## src/rtl/tile_pkg.sv

```systemverilog
// Shared tile codes, FSM state type and the built-in level images for tile_map.
package tile_pkg;

    localparam int IMG_COLS   = 8;
    localparam int IMG_ROWS   = 8;
    localparam int IMG_CELLS  = IMG_COLS * IMG_ROWS;
    localparam int IMG_LEVELS = 2;
    localparam int IMG_W      = 2;

    localparam logic [IMG_W-1:0] EMPTY  = 2'd0;
    localparam logic [IMG_W-1:0] TARGET = 2'd1;

    typedef enum logic {
        LOAD,
        IDLE
    } state_t;

    typedef logic [IMG_LEVELS-1:0][IMG_CELLS-1:0][IMG_W-1:0] images_t;

    // Level 0: a row of six targets along the bottom edge; level 1: empty board.
    function automatic images_t build_images();
        images_t img;
        img = '0;
        for (int c = 0; c < 6; c++) begin
            img[0][7*IMG_COLS + c] = TARGET;
        end
        return img;
    endfunction

    localparam images_t LEVEL_IMAGES = build_images();

endpackage

```

## src/rtl/tile_level_rom.sv

```systemverilog
// Combinational lookup of the stored initial level images: (level, index) -> tile code.
module tile_level_rom
    import tile_pkg::*;
#(
    parameter int COLS       = 8,
    parameter int ROWS       = 8,
    parameter int TYPE_W     = 2,
    parameter int NUM_LEVELS = 2,
    parameter int IW         = $clog2(COLS*ROWS),
    parameter int LW         = (NUM_LEVELS > 1) ? $clog2(NUM_LEVELS) : 1
) (
    input  logic [LW-1:0]     level,
    input  logic [IW-1:0]     index,
    output logic [TYPE_W-1:0] code
);

    // Cells outside the stored image geometry read as EMPTY.
    always_comb begin
        code = '0;
        if (int'(level) < IMG_LEVELS && int'(index) < IMG_CELLS) begin
            code = TYPE_W'(LEVEL_IMAGES[level][index]);
        end
    end

endmodule

```

## src/rtl/tile_map.sv

```systemverilog
// Tile grid with level loading, single-port writes, registered reads and live target counting.
module tile_map
    import tile_pkg::*;
#(
    parameter int COLS        = 8,
    parameter int ROWS        = 8,
    parameter int TYPE_W      = 2,
    parameter int NUM_LEVELS  = 2,
    parameter int TARGET_TYPE = 1,
    parameter int XW          = $clog2(COLS),
    parameter int YW          = $clog2(ROWS),
    parameter int LW          = (NUM_LEVELS > 1) ? $clog2(NUM_LEVELS) : 1,
    parameter int CW          = $clog2(COLS*ROWS+1)
) (
    input  logic              clk,
    input  logic              reset,
    input  logic [XW-1:0]     Xnum,
    input  logic [YW-1:0]     Ynum,
    output logic [TYPE_W-1:0] Tile_Type,
    input  logic              wr_en,
    input  logic [XW-1:0]     wr_x,
    input  logic [YW-1:0]     wr_y,
    input  logic [TYPE_W-1:0] wr_type,
    input  logic              load_req,
    input  logic [LW-1:0]     level_sel,
    output logic              busy,
    output logic [CW-1:0]     target_count,
    output logic              level_done
);

    localparam int CELLS = COLS * ROWS;
    localparam int IW    = $clog2(CELLS);
    localparam logic [TYPE_W-1:0] TGT = TYPE_W'(TARGET_TYPE);

    state_t            state;
    logic [IW-1:0]     load_idx;
    logic [LW-1:0]     load_lvl;
    logic [TYPE_W-1:0] rom_code;
    logic [TYPE_W-1:0] cells [CELLS];

    logic              rd_ok;
    logic              wr_ok;
    logic [IW-1:0]     rd_idx;
    logic [IW-1:0]     wr_idx;
    logic              wr_fire;
    logic [TYPE_W-1:0] old_code;

    tile_level_rom #(
        .COLS       (COLS),
        .ROWS       (ROWS),
        .TYPE_W     (TYPE_W),
        .NUM_LEVELS (NUM_LEVELS),
        .IW         (IW),
        .LW         (LW)
    ) u_rom (
        .level (load_lvl),
        .index (load_idx),
        .code  (rom_code)
    );

    assign rd_ok    = (int'(Xnum) < COLS) && (int'(Ynum) < ROWS);
    assign wr_ok    = (int'(wr_x) < COLS) && (int'(wr_y) < ROWS);
    assign rd_idx   = IW'(int'(Ynum) * COLS + int'(Xnum));
    assign wr_idx   = IW'(int'(wr_y) * COLS + int'(wr_x));
    // A load request in the same cycle takes priority and drops the write.
    assign wr_fire  = (state == IDLE) && wr_en && !load_req && wr_ok;
    assign old_code = cells[wr_idx];
    assign busy     = (state == LOAD);

    // Cell storage carries no reset; the post-reset load rewrites every cell.
    always_ff @(posedge clk) begin
        if (state == LOAD) begin
            cells[load_idx] <= rom_code;
        end else if (wr_fire) begin
            cells[wr_idx] <= wr_type;
        end
    end

    always_ff @(posedge clk or posedge reset) begin
        if (reset) begin
            state        <= LOAD;
            load_idx     <= '0;
            load_lvl     <= '0;
            Tile_Type    <= '0;
            target_count <= '0;
            level_done   <= 1'b0;
        end else begin
            level_done <= (state == IDLE) && (target_count == '0);

            // Reads are blanked for every cycle the FSM will spend in LOAD.
            if (state == LOAD || load_req || !rd_ok) begin
                Tile_Type <= '0;
            end else begin
                Tile_Type <= cells[rd_idx];
            end

            case (state)
                LOAD: begin
                    if (rom_code == TGT) begin
                        target_count <= target_count + CW'(1);
                    end
                    if (load_idx == IW'(CELLS-1)) begin
                        state <= IDLE;
                    end else begin
                        load_idx <= load_idx + IW'(1);
                    end
                end
                IDLE: begin
                    if (load_req) begin
                        load_lvl     <= (int'(level_sel) < NUM_LEVELS) ? level_sel : '0;
                        load_idx     <= '0;
                        target_count <= '0;
                        state        <= LOAD;
                    end else if (wr_fire) begin
                        if (old_code == TGT && wr_type != TGT) begin
                            target_count <= target_count - CW'(1);
                        end else if (old_code != TGT && wr_type == TGT) begin
                            target_count <= target_count + CW'(1);
                        end
                    end
                end
                default: state <= LOAD;
            endcase
        end
    end

endmodule

```

## config.mk

```make
export PLATFORM = sky130hd
export DESIGN_NAME = tile_map
export DESIGN_NICKNAME = d
export VERILOG_FILES = /design/src/rtl/tile_pkg.sv /design/src/rtl/tile_level_rom.sv /design/src/rtl/tile_map.sv
export SDC_FILE = /design/constraint.sdc
export NUM_CORES = 1
export LEC_CHECK = 0
export CORE_UTILIZATION = 30
export DETAILED_ROUTE_END_ITERATION = 12
export HOLD_SLACK_MARGIN = 0.03
export PLACE_DENSITY = 0.54
export SYNTH_ARGS = -nofsm -noshare
export SYNTH_HDL_FRONTEND = slang
export SYNTH_SLANG_ARGS = --single-unit
```

## constraint.sdc

```tcl
create_clock -name clk -period 7.1 [get_ports clk]
set_clock_uncertainty 0.2 [all_clocks]
set_input_delay 1.42 -clock clk [delete_from_list [all_inputs] [get_ports clk]]
set_output_delay 1.42 -clock clk [all_outputs]
set_load 0.01 [all_outputs]
```

======== Yosys cells after proc, flatten, opt, wreduce, memory -nomap -nowiden ========
Memories as Yosys holds them, arrays and structs flattened.
Index checks and enable logic that the tools add are counted.
operators by class
  add/subtract/negate cells ............... 5
  multipliers ............................. 0
  divide/modulo/power cells ............... 0
  magnitude comparators ................... 2
  eq/ne operators ......................... 11
  shifts and indexed selects .............. 0
  muxes and demuxes ....................... 24
  bitwise logic cells ..................... 1
  reductions and logical operators ........ 12
operators by type and width
  operator             count
  $mux 128             1
  $mux 123             1
  $mux 7               5
  $mux 6               3
  $pmux 7 s2           1
  $add 6x3->6          2
  $bmux 2 s6           1
  $pmux 6 s2           1
  $add 7x1->7 const B  1
  $logic_not 7->1      1
  $lt 6x7->1 const B   1
  $mux 1               7
  $sub 7x1->7 const B  1
  $add 6x1->6 const B  1
  $eq 2x1->1 const B   3
  $eq 6x6->1 const B   1
  $mux 2               3
  $ne 2x1->1 const B   3
  $logic_and 1x1->1    5
  $ne 2x2->1 const B   2
  $ne 4x2->1 const B   1
  $reduce_and 2->1     2
  $ne 3x2->1 const B   1
  $reduce_and 3->1     1
  6 further kinds      6
word-level totals
  bits in registers ....................... 18
  latch bits .............................. 0
  RAM bits ................................ 128
  ROM bits ................................ 0
  word-level logic and storage cells ...... 62
  memories ................................ 1
memories
  memory  depth  width  rd ports  clocked after memory_dff  write ports  line            RTL
  cells   64     2      2         0                         1            tile_map.sv:39  logic [TYPE_W-1:0] cells [CELLS];

======== Depth between registers and ports, before layout ========
An unclocked memory read counts as a cell.
  depth after elaboration ................. 9
  mapped depth ............................ 15
  depth with buffers taken out ............ 13

======== Cells and area by module ========
A second synthesis with hierarchy kept.
unflattened totals
  cell total of the unflattened synthesis .. 597
  area total of the unflattened synthesis .. 7453.4 um2
by module, submodules not included
  module          times used  cells an instance  area each (um2)
  tile_map        1           593                7424.6
  tile_level_rom  1           4                  28.8

======== Worst setup path after synthesis ========
OpenSTA, ideal clock, no wires.
  path type ............................... in2reg
  from .................................... input load_req
  to ...................................... memory cells[0][0], data pin
  arrival ................................. 4.477 ns
  slack ................................... 1.721 ns
  cell stages on the path ................. 4
  buffers on the path ..................... 1
  path through ............................ and2b_1 -> and2_1 -> clkbuf_1 -> o21ai_0
on the way
  cells in the longest elaborated chain, start to end .. 7
RTL lines
  item                          line            RTL
  start: declaration            tile_map.sv:24  input logic load_req,
  $logic_not 1->1               tile_map.sv:66  assign wr_fire = (state == IDLE) && wr_en && !load_req && wr_ok;
  $logic_and 1x1->1             tile_map.sv:66
  $mux 1                        tile_map.sv:74  end else if (wr_fire) begin
  $mux 1                        tile_map.sv:72  if (state == LOAD) begin
  $mux 1 (not written as such)  tile_map.sv:75  cells[wr_idx] <= wr_type;
  $reduce_or 2->1 (no line)     n/a
  $mux 2 (no line)              n/a
  end: declaration              tile_map.sv:39
No other way between the ends.

======== Worst setup path after layout ========
  from .................................... input wr_x[0]
  to ...................................... register target_count[2]
on the way
  cells in the longest elaborated chain, start to end .. 8
RTL lines
  item                    line             RTL
  start: declaration      tile_map.sv:21   input logic [XW-1:0] wr_x,
  $add 6x3->6 (*)         tile_map.sv:64   assign wr_idx = IW'(int'(wr_y) * COLS + int'(wr_x));
  $mem_v2 64x2 (*)        n/a
  $eq 2x1->1              tile_map.sv:115  if (old_code == TGT && wr_type != TGT) begin
  $logic_and 1x1->1       tile_map.sv:115
  $mux 7                  tile_map.sv:115
  $mux 7                  tile_map.sv:114  end else if (wr_fire) begin
  $mux 7                  tile_map.sv:109  if (load_req) begin
  $pmux 7 s2              tile_map.sv:97   case (state)
  end signal: assignment  tile_map.sv:100  target_count <= target_count + CW'(1);
  end signal: assignment  tile_map.sv:116  target_count <= target_count - CW'(1);
  end signal: assignment  tile_map.sv:118  target_count <= target_count + CW'(1);
  end: declaration        tile_map.sv:27   output logic [CW-1:0] target_count,
Every way passes the cells marked *; elsewhere a longest branch is shown, timed or not. The select of a mux whose other input is x is not followed.
A chain may end at the register's enable or synchronous reset.

==> results.yml <==
yosys:
  syn_inst: 611
  avgSynthCellArea_um2: 12.2
  yosysTopAreaCellShare_pct: 51.4
  synth-main-ff-cell: "edfxtp_1"
  synth.ff_latch_count: 146
  synth_edf_count: 128
  yosysTopAreaCell: "edfxtp_1"
  synth_area_leaders: "edfxtp_1, mux4_2, dfrtp_1"
  seq_area_frac_synth_pct: 57.4
  yosys_warnings: 0
  syn_area_um2: 7480
  syn_nets: 635
  async_reset_ff_share_pct: 12.3
  synth_cell_types: 53
floorplan:
  pin_count: 30
  initial_utilization_pct: 30.7
  die_w_um: 160
  die-area_um2: 25600
  die_h_um: 160
  core_um2: 24400
  rows: 57
sta:
  min_period_over_period_pct: 75.4
  finalHoldViolations: 0
  setup_tns_ns: 0
  worst_pin_slew_ns: 1.17
  relSlewSlack_pct: 21.9
  setup_viol: 0
  period_minus_slack_ns: 5.36
  rsz0062_at_grt: "false"
  max_freq_mhz: 187
  slew_violations: 0
drt:
  routed_wirelength_mm: 20.5
  vias: 5269
  route.detailed.drc: 0
  detail-route-antenna-nets: 0
  vias_per_cell: 5.42
  drt_iter0_markers: 457
  drtPass1Iterations: 5
  avgRoutedWirePerCell_um: 21.1
worst_setup_path:
  worstPathArrival_ns: 5.46
  cp_slowest_stage_delay_ns: 0.62
  cp.required_ns: 7.21
  slowest_stage: "clkdlybuf4s50_1"
  worstSetupPathType: "in -> reg"
  cp-start-kind: "primary input"
  worstPathMaxFanout: 33
  cp-end-kind: "flip-flop"
  cp_cell_sequence: "clkdlybuf4s50_1 > buf_4 > o311ai_0 > a41oi_1 > nor4_1 > o32ai_1 > a211oi_1 > ha_1 > inv_1 > a21oi_1 > mux2i_1 > o221ai_1 > o21a_1"
global_routing:
  grt_pass1_wl_mm: 31.9
  grt_pass1_vias: 5316
  gr-total-overflow: 0
  antenna_found_initial: 0
  grt_util_all_layers_pct: 16.6
  grt_max_degree: 65
clock_network:
  htreeDepth: 4
  cts.sinks: 146
  root_buffer: "clkbuf_16"
  ctsHoldBuffers: 0
  cts_buffers: 17
  clk_latency_ns: 0.42
  cts.path.max_buffers: 2
  cts_setup_buffers: 0
  cts-resized-gates: 0
  cts_tree: "done"
  clkTransAtPathRegs_ns: 0.06
run:
  drv_cap: 0
place:
  place_hpwl_mm: 14.0
  port_buffers: 29
  placedInstanceArea_um2: 8070
  dp_cells: 941
  gp_congestion: 0.875
pwr:
  powerDensity_nw_per_um2: 313
  ir_worst_vdd_mv: 0.168
  total_power_uw: 2730
  p_leak_uw: 0.00291
finish:
  mostFrequentLayoutCell: "edfxtp_1"
  layout_common_cells: "edfxtp_1, nor2_1, nand2_1"
  syn2layout_area_growth_pct: 16.5
  nets: 660
  postLayoutCoreUtil_pct: 35.7
  fill_cells: 2344
  diodes: 0
  drive_gt1_share_pct: 10.8
  final_cells: 972
  fin_area_um2: 8720
hold_path:
  worst_hold_path_type: "reg -> reg"
status:
  run_status: "complete, no violations"
[cell usage after synthesis, drive strengths merged, types with 8 or more instances]
library cell,n
nand3,14
clkbuf,12
o21ai,35
nor2,80
nand2,49
dfrtp,18
mux2i,9
a21oi,24
inv,36
buf,17
o22ai,8
mux4,35
nand2b,22
edfxtp,128
nor2b,16
[cell type report]
cell class / count / area (µm²) / share of cell area (%)
Inverter: 36 / 135 / 1.55
Clock buffer: 18 / 429 / 4.92
Sequential cell: 146 / 4290 / 49.2
Tap cell: 324 / 405 / 4.65
Timing Repair Buffer: 35 / 330 / 3.79
Multi-Input combinational cell: 400 / 2900 / 33.3
Clock inverter: 13 / 223 / 2.55
[path summary, 6_finish.rpt]
check / startpoint / to / slack [ns] / cells past startpoint
setup / recovery: wr_x[0] / target_count[2] / 1.74 / 13
hold / removal: target_count[6] / target_count[6] / 0.31 / 1
max in group asynchronous: reset / target_count[2] / 5.05 / 2
hold reg to reg: target_count[6] / target_count[6] / 0.31 / 1
min in group asynchronous: reset / load_idx[5] / 1.21 / 2
setup reg to reg: cells[62][0] / target_count[2] / 3.40 / 12
[power breakdown]
group	internal, µW	switching (µW)	total [µW]	leakage [µW]
Sequential	1040	90.2	1130	0.00137
Combinational	203	399	602	0.00122
Clock	629	362	991	0.000317
Total	1870	851	2730	0.00291
[cell families after synthesis]
family	synth area share (%)
AND/OR/NAND/NOR	14.5
AO/OA/AOI/OAI	10.1
buffers and inverters	3.98
multiplexers	12.6
flip-flops	57.4
XOR/XNOR	0.585
adder cells (fa/ha/maj)	0.836
[critical path: cells and delay by family]
family / cells / cell delay (ns)
AND/OR/NAND/NOR: 1 / 0.54
multiplexers: 1 / 0.48
adder cells (fa/ha/maj): 1 / 0.32
AO/OA/AOI/OAI: 7 / 1.65
buffers and inverters: 3 / 1.04
[sequential cells by signal, indices dropped and copies added (netlist names)]
signal,cells
target_count,7
load_lvl,1
state,1
level_done,1
cells,128
Tile_Type,2
load_idx,6
[metal layers]
layer | GRT usage [%] | share of wire [%] | vias to the layer above
met5 | 0 | 0 | -
met4 | 4.20 | 1.2 | 0
met3 | 4.42 | 7.0 | 20
met2 | 26.8 | 48 | 225
met1 | 22.1 | 44 | 2651
li1 | - | - | 2373
[per-stage QoR]
| stage | hold WS (ns) | setup WS [ns] |
|---|---|---|
| floorplan | 0.280 | 1.72 |
| CTS | 0.316 | 1.78 |
| global route | 0.347 | 1.55 |
| detailed placement | 0.299 | 1.37 |
| global placement | 0.295 | 1.41 |
| finish | 0.313 | 1.74 |
No activity file was read; power rests on OpenSTA's default activity.
